===== src/rtl/rv_pipe_ctrl.sv =====
// -----------------------------------------------------------------------------
// rv_pipe_ctrl
// -----------------------------------------------------------------------------
// Hazard, stall and flush controller for the FlexRV32 pipeline. It sits between
// fetch/decode and the NUM_STAGES post-decode stages (stage 0 = first ALU
// stage, stage NUM_STAGES-1 = write) and drives every stall/flush strobe.
//
// Functions:
//   - Backpressure: a stage stalls when it, or any stage after it, is not ready.
//   - Load-use: decode is held while one of the first HAZ_STAGES stages holds a
//     load whose destination matches a source that decode actually reads.
//     Register 0 never causes a hazard.
//   - Bubbles: a stage is flushed when its upstream neighbour stalls and it
//     does not, so a stage that advances does not re-run stale contents.
//   - Redirect flush: i_pc_change flushes everything for FLUSH_CYCLES cycles.
//   - Unsupported instruction tracker: an INV_DEPTH-deep shift register of
//     "supported" bits follows accepted decode slots. When an unsupported
//     instruction reaches the head, o_inv_inst rises and the FSM parks in TRAP
//     (decode held) until the next redirect.
//
// Handshake semantics: i_stage_ready[k]=1 means stage k can hand its contents
// to stage k+1 (or retire, for the last stage) this cycle. o_stage_stall[k]=1
// means stage k must hold its contents; o_stage_flush[k]=1 means stage k must
// load a bubble at the next edge. Decode and fetch follow o_decode_stall /
// o_fetch_stall / o_decode_flush in the same way.
//
// Ports:
//   i_clk, i_reset            clock, asynchronous active-high reset
//   i_pc_change               redirect (branch/jump/trap entry)
//   i_decode_inst_sup         decoded instruction is supported
//   i_decode_rs1/_rs2         decode source indices
//   i_decode_use_rs1/_rs2     decode instruction reads rs1/rs2
//   i_stage_mem_rd[j]         stage j (j < HAZ_STAGES) holds a load
//   i_stage_rd                stage j destination at [j*REG_W +: REG_W]
//   i_stage_ready[k]          stage k can advance this cycle
//   i_need_pause              external pause request (CSR/fence)
//   o_fetch_stall             hold fetch
//   o_decode_flush            bubble decode
//   o_decode_stall            hold decode
//   o_stage_flush[k]          bubble stage k
//   o_stage_stall[k]          hold stage k
//   o_inv_inst                unsupported instruction reported / trap pending
//
// Optional feature (macro RV_PIPE_CTRL_PERF_EN):
//   o_stall_cycles            cycles with decode stalled (outside reset)
//   o_flush_events            redirects taken while in RUN
//   Both are free-running 32-bit counters that wrap.
// -----------------------------------------------------------------------------
module rv_pipe_ctrl #(
   parameter int NUM_STAGES   = 3,
   parameter int HAZ_STAGES   = 2,
   parameter int INV_DEPTH    = 2,
   parameter int FLUSH_CYCLES = 1,
   parameter int REG_W        = 5
) (
   input  logic                        i_clk,
   input  logic                        i_reset,
   input  logic                        i_pc_change,
   input  logic                        i_decode_inst_sup,
   input  logic [REG_W-1:0]            i_decode_rs1,
   input  logic [REG_W-1:0]            i_decode_rs2,
   input  logic                        i_decode_use_rs1,
   input  logic                        i_decode_use_rs2,
   input  logic [HAZ_STAGES-1:0]       i_stage_mem_rd,
   input  logic [HAZ_STAGES*REG_W-1:0] i_stage_rd,
   input  logic [NUM_STAGES-1:0]       i_stage_ready,
   input  logic                        i_need_pause,
   output logic                        o_fetch_stall,
   output logic                        o_decode_flush,
   output logic                        o_decode_stall,
   output logic [NUM_STAGES-1:0]       o_stage_flush,
   output logic [NUM_STAGES-1:0]       o_stage_stall,
`ifdef RV_PIPE_CTRL_PERF_EN
   output logic [31:0]                 o_stall_cycles,
   output logic [31:0]                 o_flush_events,
`endif
   output logic                        o_inv_inst
);

   // ---------------------------------------------------------------------------
   // Types and constants
   // ---------------------------------------------------------------------------
   typedef enum logic [1:0] {
      ST_RUN   = 2'd0,
      ST_FLUSH = 2'd1,
      ST_TRAP  = 2'd2
   } state_t;

   // FLUSH_CYCLES is at most 4, so the remaining-cycle counter needs 2 bits.
   localparam int         CNT_W      = 2;
   localparam logic [1:0] CNT_RST    = CNT_W'(FLUSH_CYCLES - 1);
   // The redirect cycle itself is already a flush cycle, hence the -2 reload.
   localparam logic [1:0] CNT_RELOAD = (FLUSH_CYCLES > 1) ? CNT_W'(FLUSH_CYCLES - 2) : '0;
   localparam bit         MULTI_FLUSH = (FLUSH_CYCLES > 1);

   // ---------------------------------------------------------------------------
   // Registers
   // ---------------------------------------------------------------------------
   state_t                state_q, state_d;
   logic [CNT_W-1:0]      cnt_q, cnt_d;
   logic [INV_DEPTH-1:0]  tracker_q, tracker_d;

   // ---------------------------------------------------------------------------
   // Combinational intermediates
   // ---------------------------------------------------------------------------
   logic [NUM_STAGES-1:0] stall_v;
   logic                  stall_acc;
   logic                  haz;
   logic [REG_W-1:0]      rd_j;
   logic                  decode_stall;
   logic                  global_flush;
   logic                  head_sup;
   logic [NUM_STAGES-1:0] stage_flush_v;

   assign head_sup = tracker_q[INV_DEPTH-1];

   // Stall chain: walking from the write stage back towards stage 0, a stage
   // stalls as soon as any stage at or after it is not ready.
   always_comb begin
      stall_v   = '0;
      stall_acc = 1'b0;
      for (int k = NUM_STAGES - 1; k >= 0; k--) begin
         stall_acc  = stall_acc | ~i_stage_ready[k];
         stall_v[k] = stall_acc;
      end
   end

   // Load-use hazard: only sources the instruction really reads count, and a
   // load to x0 produces nothing to wait for.
   always_comb begin
      haz  = 1'b0;
      rd_j = '0;
      for (int j = 0; j < HAZ_STAGES; j++) begin
         rd_j = i_stage_rd[j*REG_W +: REG_W];
         if (i_stage_mem_rd[j] && (rd_j != '0) &&
             ((i_decode_use_rs1 && (i_decode_rs1 == rd_j)) ||
              (i_decode_use_rs2 && (i_decode_rs2 == rd_j)))) begin
            haz = 1'b1;
         end
      end
   end

   assign decode_stall = haz | i_need_pause | stall_v[0] | (state_q == ST_TRAP);
   assign global_flush = i_reset | i_pc_change | (state_q == ST_FLUSH);

   // Bubble insertion. Decode acts as stage -1 for stage 0, so a decode-only
   // stall (hazard/pause/trap) bubbles stage 0, but not when stage 0 is itself
   // held by downstream backpressure.
   always_comb begin
      stage_flush_v    = '0;
      stage_flush_v[0] = global_flush | (decode_stall & ~stall_v[0]);
      for (int k = 1; k < NUM_STAGES; k++) begin
         stage_flush_v[k] = global_flush | (stall_v[k-1] & ~stall_v[k]);
      end
   end

   // ---------------------------------------------------------------------------
   // Outputs. Stalls are masked while reset is held so the pipeline only sees
   // flushes during reset, whatever the ready inputs are doing.
   // ---------------------------------------------------------------------------
   assign o_decode_stall = decode_stall & ~i_reset;
   assign o_fetch_stall  = decode_stall & ~i_reset;
   assign o_decode_flush = global_flush;
   assign o_stage_flush  = stage_flush_v;
   assign o_stage_stall  = i_reset ? '0 : stall_v;
   assign o_inv_inst     = ~i_reset &
                           (((state_q == ST_RUN) & ~head_sup) | (state_q == ST_TRAP));

   // ---------------------------------------------------------------------------
   // FSM next state. A redirect always outranks trap entry.
   // ---------------------------------------------------------------------------
   always_comb begin
      state_d = state_q;
      cnt_d   = cnt_q;
      case (state_q)
         ST_RUN: begin
            if (i_pc_change) begin
               if (MULTI_FLUSH) begin
                  state_d = ST_FLUSH;
                  cnt_d   = CNT_RELOAD;
               end
            end else if (!head_sup) begin
               state_d = ST_TRAP;
            end
         end
         ST_FLUSH: begin
            if (i_pc_change) begin
               if (MULTI_FLUSH) begin
                  cnt_d = CNT_RELOAD;
               end else begin
                  state_d = ST_RUN;
               end
            end else if (cnt_q == '0) begin
               state_d = ST_RUN;
            end else begin
               cnt_d = cnt_q - 1'b1;
            end
         end
         ST_TRAP: begin
            if (i_pc_change) begin
               if (MULTI_FLUSH) begin
                  state_d = ST_FLUSH;
                  cnt_d   = CNT_RELOAD;
               end else begin
                  state_d = ST_RUN;
               end
            end
         end
         default: begin
            state_d = ST_FLUSH;
            cnt_d   = CNT_RST;
         end
      endcase
   end

   // ---------------------------------------------------------------------------
   // Unsupported-instruction tracker. It only advances on accepted decode slots
   // and is refilled with "supported" on every flush, so squashed instructions
   // can never raise o_inv_inst.
   // ---------------------------------------------------------------------------
   always_comb begin
      tracker_d = tracker_q;
      if (global_flush) begin
         tracker_d = '1;
      end else if (!decode_stall) begin
         tracker_d[0] = i_decode_inst_sup;
         for (int i = 1; i < INV_DEPTH; i++) begin
            tracker_d[i] = tracker_q[i-1];
         end
      end
   end

   always_ff @(posedge i_clk or posedge i_reset) begin
      if (i_reset) begin
         state_q   <= ST_FLUSH;
         cnt_q     <= CNT_RST;
         tracker_q <= '1;
      end else begin
         state_q   <= state_d;
         cnt_q     <= cnt_d;
         tracker_q <= tracker_d;
      end
   end

`ifdef RV_PIPE_CTRL_PERF_EN
   // ---------------------------------------------------------------------------
   // Performance counters
   // ---------------------------------------------------------------------------
   logic [31:0] stall_cnt_q, stall_cnt_d;
   logic [31:0] flush_cnt_q, flush_cnt_d;

   always_comb begin
      stall_cnt_d = stall_cnt_q + {31'd0, decode_stall};
      flush_cnt_d = flush_cnt_q + {31'd0, (i_pc_change & (state_q == ST_RUN))};
   end

   always_ff @(posedge i_clk or posedge i_reset) begin
      if (i_reset) begin
         stall_cnt_q <= '0;
         flush_cnt_q <= '0;
      end else begin
         stall_cnt_q <= stall_cnt_d;
         flush_cnt_q <= flush_cnt_d;
      end
   end

   assign o_stall_cycles = stall_cnt_q;
   assign o_flush_events = flush_cnt_q;
`endif

endmodule


===== config.mk =====
export PLATFORM = sky130hd
export DESIGN_NAME = rv_pipe_ctrl
export DESIGN_NICKNAME = d
export VERILOG_FILES = /design/src/rtl/rv_pipe_ctrl.sv
export SDC_FILE = /design/constraint.sdc
export NUM_CORES = 1
export LEC_CHECK = 0
export CAP_MARGIN = 10
export CORE_MARGIN = 2
export CORE_UTILIZATION = 45
export DETAILED_ROUTE_END_ITERATION = 7
export DONT_BUFFER_PORTS = 1
export SKIP_CTS_REPAIR_TIMING = 1
export SYNTH_ARGS = -nofsm -noshare
export SYNTH_HDL_FRONTEND = slang
export SYNTH_SLANG_ARGS = --single-unit

===== constraint.sdc =====
create_clock -name i_clk -period 2.5 [get_ports i_clk]
set_input_delay 0.375 -clock i_clk [delete_from_list [all_inputs] [get_ports i_clk]]
set_output_delay 0.375 -clock i_clk [all_outputs]
set_load 0.01 [all_outputs]

==> flow_metrics.tcl, run 1 <==
set metrics [dict create \
    outcome "finished, final reports clean" \
    io_buffers 0 \
    powerDensity_mw_per_mm2 393.3 \
    required_ns 2.12 \
    power.internal_mw 0.1972 \
    yosysMostFrequentCell "xnor2_1" \
    wl_mm 1.412 \
    grt_pass1_wl_mm 1.849 \
    final_nets 116 \
    ys_seq_elements 6 \
    setup_viol 0 \
    critical_path_peak_fanout 4 \
    fill_cells 130 \
    ys_types 21 \
    synth_cells 78 \
    die_h_um 41.40 \
    grt_max_degree 8 \
    clkPwrFrac 0.373 \
    multi_input_area_um2 441.7 \
    gp_congestion 0.7193 \
    final_antenna_net_count 0 \
    hold_class "in -> reg" \
    synth_top_area_share 0.2783 \
    io_pins 42 \
    skew_ns 0.009596 \
    leakagePower_nw 0.2436 \
    synth_edf_count 0 \
    antenna_found_initial 0 \
    crit_path_top_delay_cell "or4_1" \
    diodes 0 \
    first_pass_iters 4 \
    dieArea_mm2 0.001714 \
    combPwrFrac 0.247 \
    num_vias 553 \
    rsz0062_at_grt "false" \
    fp.dieW_um 41.40 \
    pwr-share-seq 0.380 \
    syn_to_final_growth_pct 7.555 \
    cts_tree "done" \
    critPathArrivalTime_ns 1.66 \
    end_kind "output pin" \
    drc 0 \
    critPathCapture "o_decode_stall" \
    fp.coreArea_mm2 0.001301 \
    cp.buffers_inverters 0 \
    synthesis.nets 111 \
    clk_latency_ns 0.25 \
    synth_common_cells "20 x xnor2_1, 12 x nor2_1, 7 x inv_1, 6 x nand2_1" \
    initial_core_util 0.4837 \
    worstReg2RegStart "state_q[0]" \
    timing.hold.ws_ns 0.1804 \
    worstSetupPathType "in -> out" \
    cts_buffers 3 \
    grt.overflow.total 0 \
    ff_latch_area_um2 153.9 \
    hpwl_mm 1.237 \
    preCtsSetupSlack_ns 0.4590 \
    worstSetupStartpointType "input port" \
    setup_ws_ns 0.4658 \
    p_sw_mw 0.06907 \
    synth-async-reset-ratio 1.000 \
    row_count 13 \
    crit_start "i_stage_rd[6]" \
    synth_top_cells_by_area "xnor2_1 28%, dfstp_2 13%, dfrtp_1 12%" \
    cp_slowest_stage_delay_ns 0.51 \
    htreeDepth 1 \
    grt_util_all_layers 0.1700 \
    crit_family "simple AND/OR/NAND/NOR gates" \
    yosysTopAreaCell "xnor2_1" \
    clock-sinks 6 \
    wl_per_cell_um 14.56 \
    drt_iter0_markers 6 \
    synth-main-ff-cell "dfstp_2" \
    syn_avg_cell_area_um2 8.069 \
    fmax_ghz 0.4916 \
    fin_tns_setup_ns 0 \
    cap_viol_max_count 0 \
    root_buffer "clkbuf_4" \
    layout-drive-gt1-share 0.08537 \
    crit_chain "or4_1 -> o21a_1 -> a221oi_4 -> nor2_1" \
    hold_viol 0 \
    slew_violations 0 \
    grt_pass1_vias 457 \
    fin_crit_ns 2.034 \
    syn_area_um2 629.4 \
    r2r-end "tracker_q[0]" \
    tightest_slew_ns 0.4277 \
    reg2reg_depth 4 \
    reg2reg_setup_slack_ns 0.98 \
    maxSlewHeadroom 0.7127 \
    clkTransAtPathRegs_ns 0.05 \
    crit_cells 4 \
    min_period_over_period 0.8137 \
    ys_warn_count 0 \
    route.detailed.vias_per_inst 5.701 \
    p_sw_frac 0.2594 \
    irDropWorstVdd_mv 0.3105 \
    ys_seq_area_frac 0.2445 \
    clockBufferDepth 2 \
]
## cells in the final DEF, fill, tap and decap left out
master         instances
xnor2_1               20
nor2_1                12
inv_1                  7
nand2_1                6
nand4_1                4
o22ai_1                4
mux2i_1                3
o21ai_0                3
clkbuf_4               3
dfrtp_1                3
dfstp_2                3
or4_1                  2
o21a_1                 2
nor3_1                 1
nand3_1                1
a211o_1                1
a221oi_4               1
a31oi_1                1
a21oi_1                1
o21ai_1                1
ha_1                   1
clkbuf_1               1
dlygate4sd3_1          1
## cell type report
| type | instances | area share |
|---|---|---|
| multi-input combinational | 64 | 0.6525 |
| sequential | 6 | 0.2274 |
| clock buffer | 4 | 0.03882 |
| inverter | 7 | 0.03882 |
| tap | 15 | 0.02773 |
| timing repair buffer | 1 | 0.01479 |
## per-layer routing
metal | GRT usage | part of all wire
met5 | 0 | 0
met4 | 0.07258 | 0.0057
met3 | 0.05851 | 0.10
met2 | 0.2578 | 0.46
met1 | 0.2175 | 0.44
## sequential cells by signal (all words and copies together), names as in the netlist
signal / flops
state_q: 2
tracker_q: 2
cnt_q: 2
## worst reg2reg max path, stage by stage, from the launching register on
cell      delay, ns
dfstp_2        0.52
inv_1          0.08
a211o_1        0.33
a221oi_4       0.29
mux2i_1        0.22
## logic make-up (layout without fill, tap and decap cells)
| group | after synthesis | after routing | synth area share |
|---|---|---|---|
| AOI/OAI and AO/OA | 14 | 14 | 0.1690 |
| xor gates and xnor gates | 20 | 20 | 0.2783 |
| adders and majority gates | 1 | 1 | 0.01988 |
| buffers and inverters | 8 | 12 | 0.05369 |
| DFF | 6 | 6 | 0.2445 |
| muxes | 3 | 3 | 0.04772 |
| and+or+nand+nor | 26 | 26 | 0.1868 |
## worst min path at each step
stage                start         end  slack (ns)  depth (start not counted)
2_1_floorplan      i_reset    cnt_q[0]        0.16                          1
3_3_place_gp       i_reset  state_q[1]        0.19                          1
3_5_place_dp       i_reset  state_q[1]        0.19                          1
4_1_cts            i_reset  state_q[1]       -0.08                          1
5_1_grt        i_pc_change  state_q[1]        0.18                          1
6_report       i_pc_change  state_q[1]        0.18                          1
## power by group through the flow
stage	combinational (mW)	sequential [mW]	clock, mW
after floorplan	0.0598	0.102	0
after global placement	0.0640	0.103	0
after detailed placement	0.0649	0.103	0
after CTS	0.0653	0.101	0.103
after global routing	0.0755	0.101	0.108
final	0.0657	0.101	0.0994
## per-stage QoR
| step | total power, mW | std cells | util | area, um2 |
|---|---|---|---|---|
| after global routing | 0.2850 | 97 | 0.5202 | 676.9 |
| after global placement | 0.1665 | 92 | 0.4923 | 640.6 |
| after detailed placement | 0.1675 | 92 | 0.4923 | 640.6 |
| after CTS | 0.2693 | 96 | 0.5125 | 666.9 |
| after floorplan | 0.1623 | 78 | - | 629.4 |
| final | 0.2663 | 97 | 0.5202 | 676.9 |
Note: power is estimated with default switching activity, not from simulation.
==> run 2: changes to the inputs <==
- ABC_AREA: default -> 1
- clock period: 2.5 -> 1.9 ns (I/O delays scaled with it)
==> run 2 against run 1 <==
- worst setup slack got worse by 0.32 ns
- clock-buffer cell count stayed put
- worst hold slack lost 0.074 ns
- clock skew decreased by 0.0013 ns
- combinational power rose by 57%
- synthesized cell count increased by 83%
- critical path type is now reg -> out
- largest cell class unchanged
==> flow_metrics.tcl, run 2 <==
set metrics [dict create \
    outcome "finished, final reports clean" \
    antenna_found_initial 0 \
    wl_mm 1.705 \
    synth-main-ff-cell "dfstp_2" \
    clockBufferDepth 2 \
    layout-drive-gt1-share 0.1088 \
    tightest_slew_ns 0.3631 \
    syn_area_um2 768.2 \
    synthesis.nets 176 \
    setup_viol 0 \
    final_nets 181 \
    crit_path_top_delay_cell "dfstp_2" \
    leakagePower_nw 0.4904 \
    required_ns 1.62 \
    critPathArrivalTime_ns 1.47 \
    synth_top_area_share 0.2443 \
    ys_seq_elements 6 \
    synth_cells 143 \
    synth_common_cells "50 x nand2_1, 28 x inv_1, 20 x nor2_1, 8 x o21ai_0, 7 x nand3_1" \
    row_count 14 \
    syn_to_final_growth_pct 7.329 \
    grt_pass1_wl_mm 2.898 \
    hold_viol 0 \
    skew_ns 0.008309 \
    final_antenna_net_count 0 \
    clk_latency_ns 0.24 \
    initial_core_util 0.4928 \
    powerDensity_mw_per_mm2 442.7 \
    fin_tns_setup_ns 0 \
    io_pins 42 \
    root_buffer "clkbuf_4" \
    yosysTopAreaCell "nand2_1" \
    cp_slowest_stage_delay_ns 0.54 \
    rsz0062_at_grt "false" \
    cpMostUsedCell "inv_1" \
    clkTransAtPathRegs_ns 0.05 \
    fin_cells 163 \
    maxSlewHeadroom 0.7554 \
    grt_max_degree 9 \
    ys_seq_area_frac 0.2003 \
    grt_util_all_layers 0.1922 \
    synth_top_cells_by_area "nand2_1 24%, inv_1 14%, dfstp_2 10%" \
    fmax_ghz 0.5712 \
    hold_class "in -> reg" \
    diodes 0 \
    ys_warn_count 0 \
    fin_crit_ns 1.751 \
    yosysMostFrequentCell "nand2_1" \
    final_cell_mix "50 x nand2_1, 28 x inv_1, 20 x nor2_1, 8 x o21ai_0, 7 x nand3_1" \
    die_h_um 45.32 \
    clock-sinks 6 \
    worstSetupStartpointType "flip-flop" \
    synth-async-reset-ratio 1.000 \
    num_vias 802 \
    largestRegisters "cnt_q x2, state_q x2, tracker_q x2" \
    wl_per_cell_um 10.46 \
    hpwl_mm 1.489 \
    critical_path_peak_fanout 4 \
    first_pass_iters 4 \
    end_kind "output pin" \
    cts_tree "done" \
    route.detailed.vias_per_inst 4.920 \
    cp.buffers_inverters 2 \
    ys_types 21 \
    cap_viol_max_count 0 \
    fp.coreArea_mm2 0.001559 \
    drc 0 \
    drt_iter0_markers 35 \
    worstSetupPathType "reg -> out" \
    synth_edf_count 0 \
    min_period_over_period 0.9214 \
    grt.overflow.total 0 \
    irDropWorstVdd_mv 0.3369 \
    syn_avg_cell_area_um2 5.372 \
    cts_buffers 3 \
    dp.cells 158 \
    gp_congestion 0.7881 \
    htreeDepth 1 \
    crit_chain "inv_1 -> a211oi_4 -> nand3_2 -> nand2_1 -> inv_1" \
    crit_family "flip-flops" \
    slew_violations 0 \
    io_buffers 0 \
    dieArea_mm2 0.002054 \
    grt_pass1_vias 732 \
    final_common_cell "nand2_1" \
    fp.dieW_um 45.32 \
]
[run 2: changes by cell type in the layout (fill, tap and decap cells not counted), sizes merged, moves of 7 or more]
cell,before,now
inv,7,31
nand2,6,52
nand3,1,9
nor2,12,20
o21ai,4,11
xnor2,20,0
[run 2: final cells by class]
| type | instances | area, um2 |
|---|---|---|
| clock buffers | 4 | 26.28 |
| fillers | 167 | 734.5 |
| inverters | 31 | 116.4 |
| multi-input cells | 105 | 498.0 |
| flip-flops and latches | 6 | 153.9 |
| well taps | 16 | 20.02 |
| repair buffers | 1 | 10.01 |
[run 2: cell families (layout without fill, tap and decap cells)]
| group | after synthesis | after routing | synth area share |
|---|---|---|---|
| compound gates | 14 | 14 | 0.1026 |
| fa+ha+maj | 1 | 1 | 0.01628 |
| flops | 6 | 6 | 0.2003 |
| simple gates | 88 | 88 | 0.4967 |
| xor+xnor | 2 | 2 | 0.02281 |
| buf+inv | 32 | 36 | 0.1612 |
[run 2: metrics by stage]
step                      setup WS (ns)  total power, mW  hold slack, ns  utilization  instance area, um2
after floorplan                  0.3698           0.2256         0.09038            -               768.2
after global placement           0.4381           0.2387          0.1265       0.5008               780.7
after detailed placement         0.3914           0.2387          0.1305       0.5008               780.7
after CTS                        0.1230           0.3687         -0.1338       0.5177               807.0
after global routing            0.02017           0.4111         0.08996       0.5289               824.5
final                            0.1493           0.3650          0.1065       0.5289               824.5
[run 2: path summary, 6_finish.rpt]
check / slack, ns / depth (start not counted) / to / startpoint
worst max-delay path: 0.15 / 5 / o_fetch_stall / state_q[0]
worst min-delay path: 0.11 / 1 / state_q[1] / i_pc_change
worst max register to register: 0.58 / 5 / cnt_q[0] / state_q[0]
worst min register to register: 0.49 / 2 / tracker_q[1] / tracker_q[1]
max in group asynchronous: 1.19 / 2 / tracker_q[0] / i_reset
min in group asynchronous: 0.43 / 2 / cnt_q[1] / i_reset
[run 2: layer usage]
layer | vias up | track usage | wire length (um)
met5 | - | 0 | 0
met1 | 321 | 0.2948 | 887
met3 | 0 | 0.03600 | 157
met2 | 40 | 0.2714 | 660
li1 | 441 | - | -
met4 | 0 | 0.05294 | 0
[run 2: where the power goes]
part	leakage (nW)	switching, mW	internal (mW)
clock network	0.0150	0.0454	0.0795
registers	0.0710	0.00225	0.134
logic	0.404	0.0644	0.0391
